File: config.mk
export PLATFORM = sky130hd
export DESIGN_NAME = flash_rd_arb
export DESIGN_NICKNAME = d
export VERILOG_FILES = /design/src/rtl/flash_rd_arb.sv
export SDC_FILE = /design/constraint.sdc
export NUM_CORES = 1
export LEC_CHECK = 0
export ABC_AREA = 1
export CAP_MARGIN = 20
export CORE_ASPECT_RATIO = 0.5
export CORE_MARGIN = 3
export CORE_UTILIZATION = 25
export DETAILED_ROUTE_END_ITERATION = 10
export PLACE_DENSITY = 0.9
export REMOVE_ABC_BUFFERS = 1
export SYNTH_ARGS = -nofsm -noshare
export SYNTH_HDL_FRONTEND = slang
export SYNTH_SLANG_ARGS = --single-unit
File: constraint.sdc
create_clock -name clk_i -period 2.41 [get_ports clk_i]
set_clock_uncertainty 0.1 [all_clocks]
set_input_delay 0.482 -clock clk_i [delete_from_list [all_inputs] [get_ports clk_i]]
set_output_delay 0.482 -clock clk_i [all_outputs]
set_load 0.02 [all_outputs]
File: src/rtl/flash_rd_arb.sv
// Two-requester arbiter for the shared flash read port with an in-order owner-ID FIFO.
// Optional FLASH_RD_ARB_FIXED_PRIO_EN: fixed priority (requester 0 wins) instead of round-robin.
module flash_rd_arb #(
  parameter int unsigned NumOutstanding = 2,
  parameter int unsigned AW             = 12,
  parameter int unsigned BKW            = 1,
  parameter int unsigned DW             = 32
) (
  input  logic              clk_i,
  input  logic              rst_i,
  input  logic [1:0]        req_i,
  input  logic [2*AW-1:0]   addr_i,
  output logic [1:0]        gnt_o,
  output logic [1:0]        rvalid_o,
  output logic [DW-1:0]     rdata_o,
  output logic              flash_req_o,
  output logic [BKW-1:0]    flash_bank_o,
  output logic [AW-BKW-1:0] flash_addr_o,
  input  logic              flash_gnt_i,
  input  logic              flash_rvalid_i,
  input  logic [DW-1:0]     flash_rdata_i,
  output logic              unexp_rsp_o
);

  localparam int unsigned PW = (NumOutstanding > 1) ? $clog2(NumOutstanding) : 1;
  localparam int unsigned CW = $clog2(NumOutstanding + 1);

  logic [CW-1:0] count;
  logic [PW-1:0] wr_ptr;
  logic [PW-1:0] rd_ptr;
  logic          owner_q [NumOutstanding];

  logic          full;
  logic          win;
  logic          accept;
  logic          pop;
  logic [AW-1:0] win_addr;

  function automatic logic [PW-1:0] ptr_inc(input logic [PW-1:0] p);
    return (p == PW'(NumOutstanding - 1)) ? '0 : p + PW'(1);
  endfunction

`ifdef FLASH_RD_ARB_FIXED_PRIO_EN
  // Requester 1 only wins when fetch is idle.
  always_comb begin
    win = req_i[1] & ~req_i[0];
  end
`else
  logic prio;

  // prio holds the requester that was not granted last.
  always_comb begin
    win = (&req_i) ? prio : req_i[1];
  end

  always_ff @(posedge clk_i or posedge rst_i) begin
    if (rst_i) begin
      prio <= 1'b0;
    end else if (accept) begin
      prio <= ~win;
    end
  end
`endif

  // Request path: arbitration, address split and grant.
  always_comb begin
    full         = (count == CW'(NumOutstanding));
    flash_req_o  = (|req_i) & ~full;
    accept       = flash_req_o & flash_gnt_i;
    win_addr     = win ? addr_i[2*AW-1:AW] : addr_i[AW-1:0];
    flash_bank_o = '0;
    flash_addr_o = '0;
    if (flash_req_o) begin
      flash_bank_o = win_addr[AW-1 -: BKW];
      flash_addr_o = win_addr[AW-BKW-1:0];
    end
    gnt_o        = '0;
    gnt_o[win]   = accept;
  end

  // Response path: route in-order data to the oldest owner.
  always_comb begin
    pop                    = flash_rvalid_i & (count != '0);
    unexp_rsp_o            = flash_rvalid_i & (count == '0);
    rvalid_o               = '0;
    rvalid_o[owner_q[rd_ptr]] = pop;
    rdata_o                = pop ? flash_rdata_i : '0;
  end

  always_ff @(posedge clk_i or posedge rst_i) begin
    if (rst_i) begin
      count  <= '0;
      wr_ptr <= '0;
      rd_ptr <= '0;
      for (int unsigned i = 0; i < NumOutstanding; i++) begin
        owner_q[i] <= 1'b0;
      end
    end else begin
      if (accept) begin
        owner_q[wr_ptr] <= win;
        wr_ptr          <= ptr_inc(wr_ptr);
      end
      if (pop) begin
        rd_ptr <= ptr_inc(rd_ptr);
      end
      case ({accept, pop})
        2'b10:   count <= count + CW'(1);
        2'b01:   count <= count - CW'(1);
        default: count <= count;
      endcase
    end
  end

endmodule
* Yosys cells after proc, flatten, opt, wreduce, memory -nomap -nowiden
Index checks and enable logic that the tools add are counted.
** Storage, ports and cells
- Bits in registers :: 7
- Input port bits :: 62
- Output and inout port bits :: 50
- Logic and storage cells :: 56
** Operators by class
- Add/sub/neg operators :: 4
- Magnitude comparators :: 7
- Eq/ne operators :: 3
- Mux-type cells :: 18
- Bitwise logic cells :: 10
- Reductions and logical operators :: 8
** Operators with widths (count)
- $mux 32 :: 1
- $mux 12 :: 1
- $mux 11 :: 1
- $mux 1 :: 10
- $and 1x1->1 :: 4
- $and 2x2->2 :: 2
- $eq 2x2->1 const B :: 2
- $ge 2x2->1 const B :: 2
- $lt 1x2->1 const B :: 2
- $not 1->2 :: 2
- $pmux 2 s2 :: 1
- $reduce_bool 2->1 :: 2
- $demux 1 s1 :: 3
- $logic_and 1x1->1 :: 3
- $add 1x1->1 const B :: 2
- $add 2x1->2 const B :: 1
- $bwmux 2 :: 1
- $eq 2x1->1 const B :: 1
- $ge 1x1->1 const B :: 2
- $logic_not 2->1 :: 1
- $lt 2x1->1 const B :: 1
- $not 1->1 :: 2
- $reduce_and 2->1 :: 1
- $reduce_or 2->1 :: 1
- $sub 2x1->2 const B :: 1

* Depth between registers and ports, before layout
- Depth after elaboration :: 9
- Mapped depth :: 10
- Depth with buffers taken out :: 10

* Least setup slack after synthesis
OpenSTA, ideal clock, no wires.
- Path type :: in2out
- Start :: input req_i[0]
- End :: output flash_addr_o[1]
- Arrival :: 1.254 ns
- Required time :: 1.828 ns
- Path slack :: 0.574 ns
- Cell stages on the path :: 6
- Path buffers :: 1
- Cell sequence :: nand2_1 > nand2_1 > inv_1 > buf_4 > nor2_1 > nor2_1
** On the way
- Cells in the longest elaborated chain, start to end :: 4
- Elaborated cells between the ends (all ways) :: 6
** Ends and longest elaborated chain
- from (decl) :: RTL line 11 : input logic [1:0] req_i,
- $reduce_and 2->1 :: RTL line 53 : win = (&req_i) ? prio : req_i[1];
- $mux 1 :: RTL line 53
- $mux 12 :: RTL line 70 : win_addr = win ? addr_i[2*AW-1:AW] : addr_i[AW-1:0];
- $mux 11 * :: RTL line 73 : if (flash_req_o) begin
- to (decl) :: RTL line 18 : output logic [AW-BKW-1:0] flash_addr_o,
Mark *: on every way between the ends. The rest lies on a longest branch, timed or not.

* Final worst setup path
- Start :: input flash_rvalid_i
- End :: output rvalid_o[1]
** On the way
- Cells in the longest elaborated chain, start to end :: 2
** Ends and longest elaborated chain
- from (decl) :: RTL line 20 : input logic flash_rvalid_i,
- $and 1x1->1 :: RTL line 83 : pop = flash_rvalid_i & (count != '0);
- $and 2x2->2 (no line)
- to (decl) :: RTL line 14 : output logic [1:0] rvalid_o,
No other way between the ends.

==> flow_summary.yaml <==
power_and_ir_drop:
  p_clk_share_pct: 10.5
  sw_frac_of_total_pct: 49.4
  share_seq_of_total_power_pct: 15.4
  finalPower_mw: 1.56
  power_switching_mw: 0.771
  p_int_mw: 0.790
  power_frac_comb_pct: 74.1
  power.density_nw_per_um2: 752
  peakVddDrop_uv: 355
  power.leakage_nw: 1.21
clock_tree:
  clk_pin_slew_ns: 0.04
  numCtsBuffers: 3
  worstSkewPairLatency_ns: 0.22
  root_buffer: "clkbuf_8"
  cts_tree: "yes"
  clock_path_buffers: 2
  cts.sinks: 7
  h-tree-depth: 1
final_layout:
  layout-drive-gt1-share_pct: 15.5
  multi_input_area_um2: 493
  num-nets-final: 342
  seq_area_um2: 175
  stdcell_count: 326
  utilization_pct: 64.7
  fillerInstances: 302
  area_growth_pct: 131
  antenna_cells: 0
floorplanning:
  coreArea_um2: 3210
  die_area_um2: 4390
  dieWidth_um: 90.7
  die_h_um: 48.4
  num_io_pins: 112
  row_count: 14
  start_util_pct: 28.0
routing:
  drtIter0Drc: 24
  wl_per_cell_um: 11.7
  vias_per_cell: 4.15
  totalWireLength_mm: 3.82
  first_pass_iters: 4
  drc: 0
  ant_nets: 0
  via_count: 1353
sta:
  finalCritPeriodShare_pct: 95.3
  post-route-min-period_ns: 2.30
  drv_slew: 0
  hold_viol_final: 0
  maxSlewHeadroom_pct: 80.6
  worst_pin_slew_ns: 0.291
  fmax_ghz: 0.436
  rsz0062_at_grt: "no"
  setup_viol: 0
  timing.hold.ws_ns: 0.394
critical_path:
  worstSetupPathType: "primary input to primary output"
  max_stage_delay_ns: 0.49
  path_buf_inv: 3
  crit_path_end_kind: "primary output"
  path_delay_family: "buffers and inverters"
  setup.worst_path.start_class: "primary input"
  worst_ep_required_time_ns: 1.83
  cp.arrival_ns: 1.71
  crit_fanout: 15
  path_cells: "clkdlybuf4s50_1, o21ai_2, buf_12, nor2_1, dlygate4sd2_1"
  cp_slowest_cell: "clkdlybuf4s50_1"
yosys:
  ys_seq_area_share_pct: 19.5
  syn_area_um2: 897
  yosys_warnings: 0
  yosys_register_bits: 7
  syn_inst: 160
  syn_avg_cell_area_um2: 5.61
  synth.distinct_cells: 21
placed_design:
  dp_cells: 322
  dp_hpwl_mm: 3.26
  place.gp.congestion: 0.827
  port_buffers: 111
grt:
  grt_pass1_wl_mm: 6.38
  grt_pass1_vias: 1406
  antenna_found_initial: 0
  grt_max_degree: 20
  grt_usage_pct: 17.5
  grt_overflow: 0
status:
  run_status: "finished clean"
hold_path:
  hold_class: "primary input to async pin"
job:
  maxCapViolCount: 0
[through the flow]
stage,cell area (um^2),TNS (ns),setup WS (ns)
2_1_floorplan,847,0,0.280
3_3_place_gp,2140,-7.19,-0.265
3_5_place_dp,2140,-8.34,-0.296
4_1_cts,2130,-0.0212,-0.0212
5_1_grt,2070,0,0.0183
6_report,2070,0,0.114
[cells by family after synthesis]
family,Yosys count,synth area share (%)
compound gates,15,12.6
xor+xnor,3,2.93
fa+ha+maj,1,1.39
buf+inv,53,25.8
flops,7,19.5
simple gates,81,37.8
[routing by layer]
metal	up-vias	global-route usage (%)	wire (um)
li1	691	-	-
met5	-	0	0
met2	72	32.6	1900
met1	586	19.7	1510
met3	4	4.49	372
met4	0	5.33	31
[power groups by stage]
stage / logic (mW) / clock network [mW] / registers, mW
final: 1.16 / 0.165 / 0.240
after global routing: 1.27 / 0.177 / 0.248
after CTS: 1.20 / 0.169 / 0.238
after detailed placement: 1.32 / 0 / 0.239
after global placement: 1.28 / 0 / 0.231
after floorplan: 0.663 / 0 / 0.222
[cell usage after synthesis]
master    instances  area [um^2]
nor2_1           57          214
inv_1            45          169
nand2_1          13         48.8
o21ai_2          10         87.6
dfrtp_1           7          175
o21ai_0           5         25.0
buf_2             3         15.0
nand3_1           3         15.0
xnor2_1           3         26.3
buf_4             2         15.0
nand4_1           2         12.5
and2_1            1         6.26
buf_12            1         20.0
clkinv_4          1         8.76
ha_1              1         12.5
inv_2             1         3.75
nand2_2           1         6.26
nand2_4           1         11.3
nor2_2            1         6.26
nor2_4            1         11.3
nor3b_1           1         7.51
[placed cells by master, fill, tap and decap left out, drive strengths merged, types with 3 or more instances in the layout]
| cell type | n |
|---|---|
| clkdlybuf4s50 | 61 |
| nand2 | 15 |
| clkbuf | 16 |
| dlygate4sd2 | 35 |
| dfrtp | 7 |
| xnor2 | 3 |
| inv | 46 |
| nor2 | 59 |
| buf | 11 |
| nand3 | 3 |
| o21ai | 15 |
[worst paths after layout]
check,start,end,slack (ns),cells past startpoint
setup / recovery,flash_rvalid_i,rvalid_o[1],0.11,5
hold / removal,rst_i,rd_ptr,0.39,2
setup reg to reg,count[0],count[1],0.59,10
hold reg to reg,owner_q[1],owner_q[1],0.39,2
max in group asynchronous,rst_i,count[1],1.60,2
min in group clk_i,owner_q[1],owner_q[1],0.39,2
[state kept, by name, indices dropped and copies added (netlist names)]
signal	flops
count	2
owner_q	2
prio	1
rd_ptr	1
wr_ptr	1
[timing repair]
item                                    CTS  global route
buffers inserted                          0             0
hold endpoints to repair                  0             0
endpoints found under the setup margin   49            15
hold buffers                              0             0
gates resized for setup                  60            23
[layout make-up]
class                      instances  share of cell area (%)
multi-input combinational        100                    23.8
clock buffer                       4                    2.17
tap                               48                    2.90
inverter                          47                    8.75
timing repair buffer             120                    54.0
sequential                         7                    8.44
[worst register-to-register path, stage by stage, from the launching register on]
cell and delay [ns]:
dfrtp_1 0.45, inv_2 0.07, nand2_2 0.11, nand2_4 0.08, nor2_4 0.11, inv_1 0.06, buf_4 0.13, ha_1 0.31
inv_1 0.06, nand3_1 0.08, xnor2_1 0.13
No activity file was read; power rests on OpenSTA's default activity.
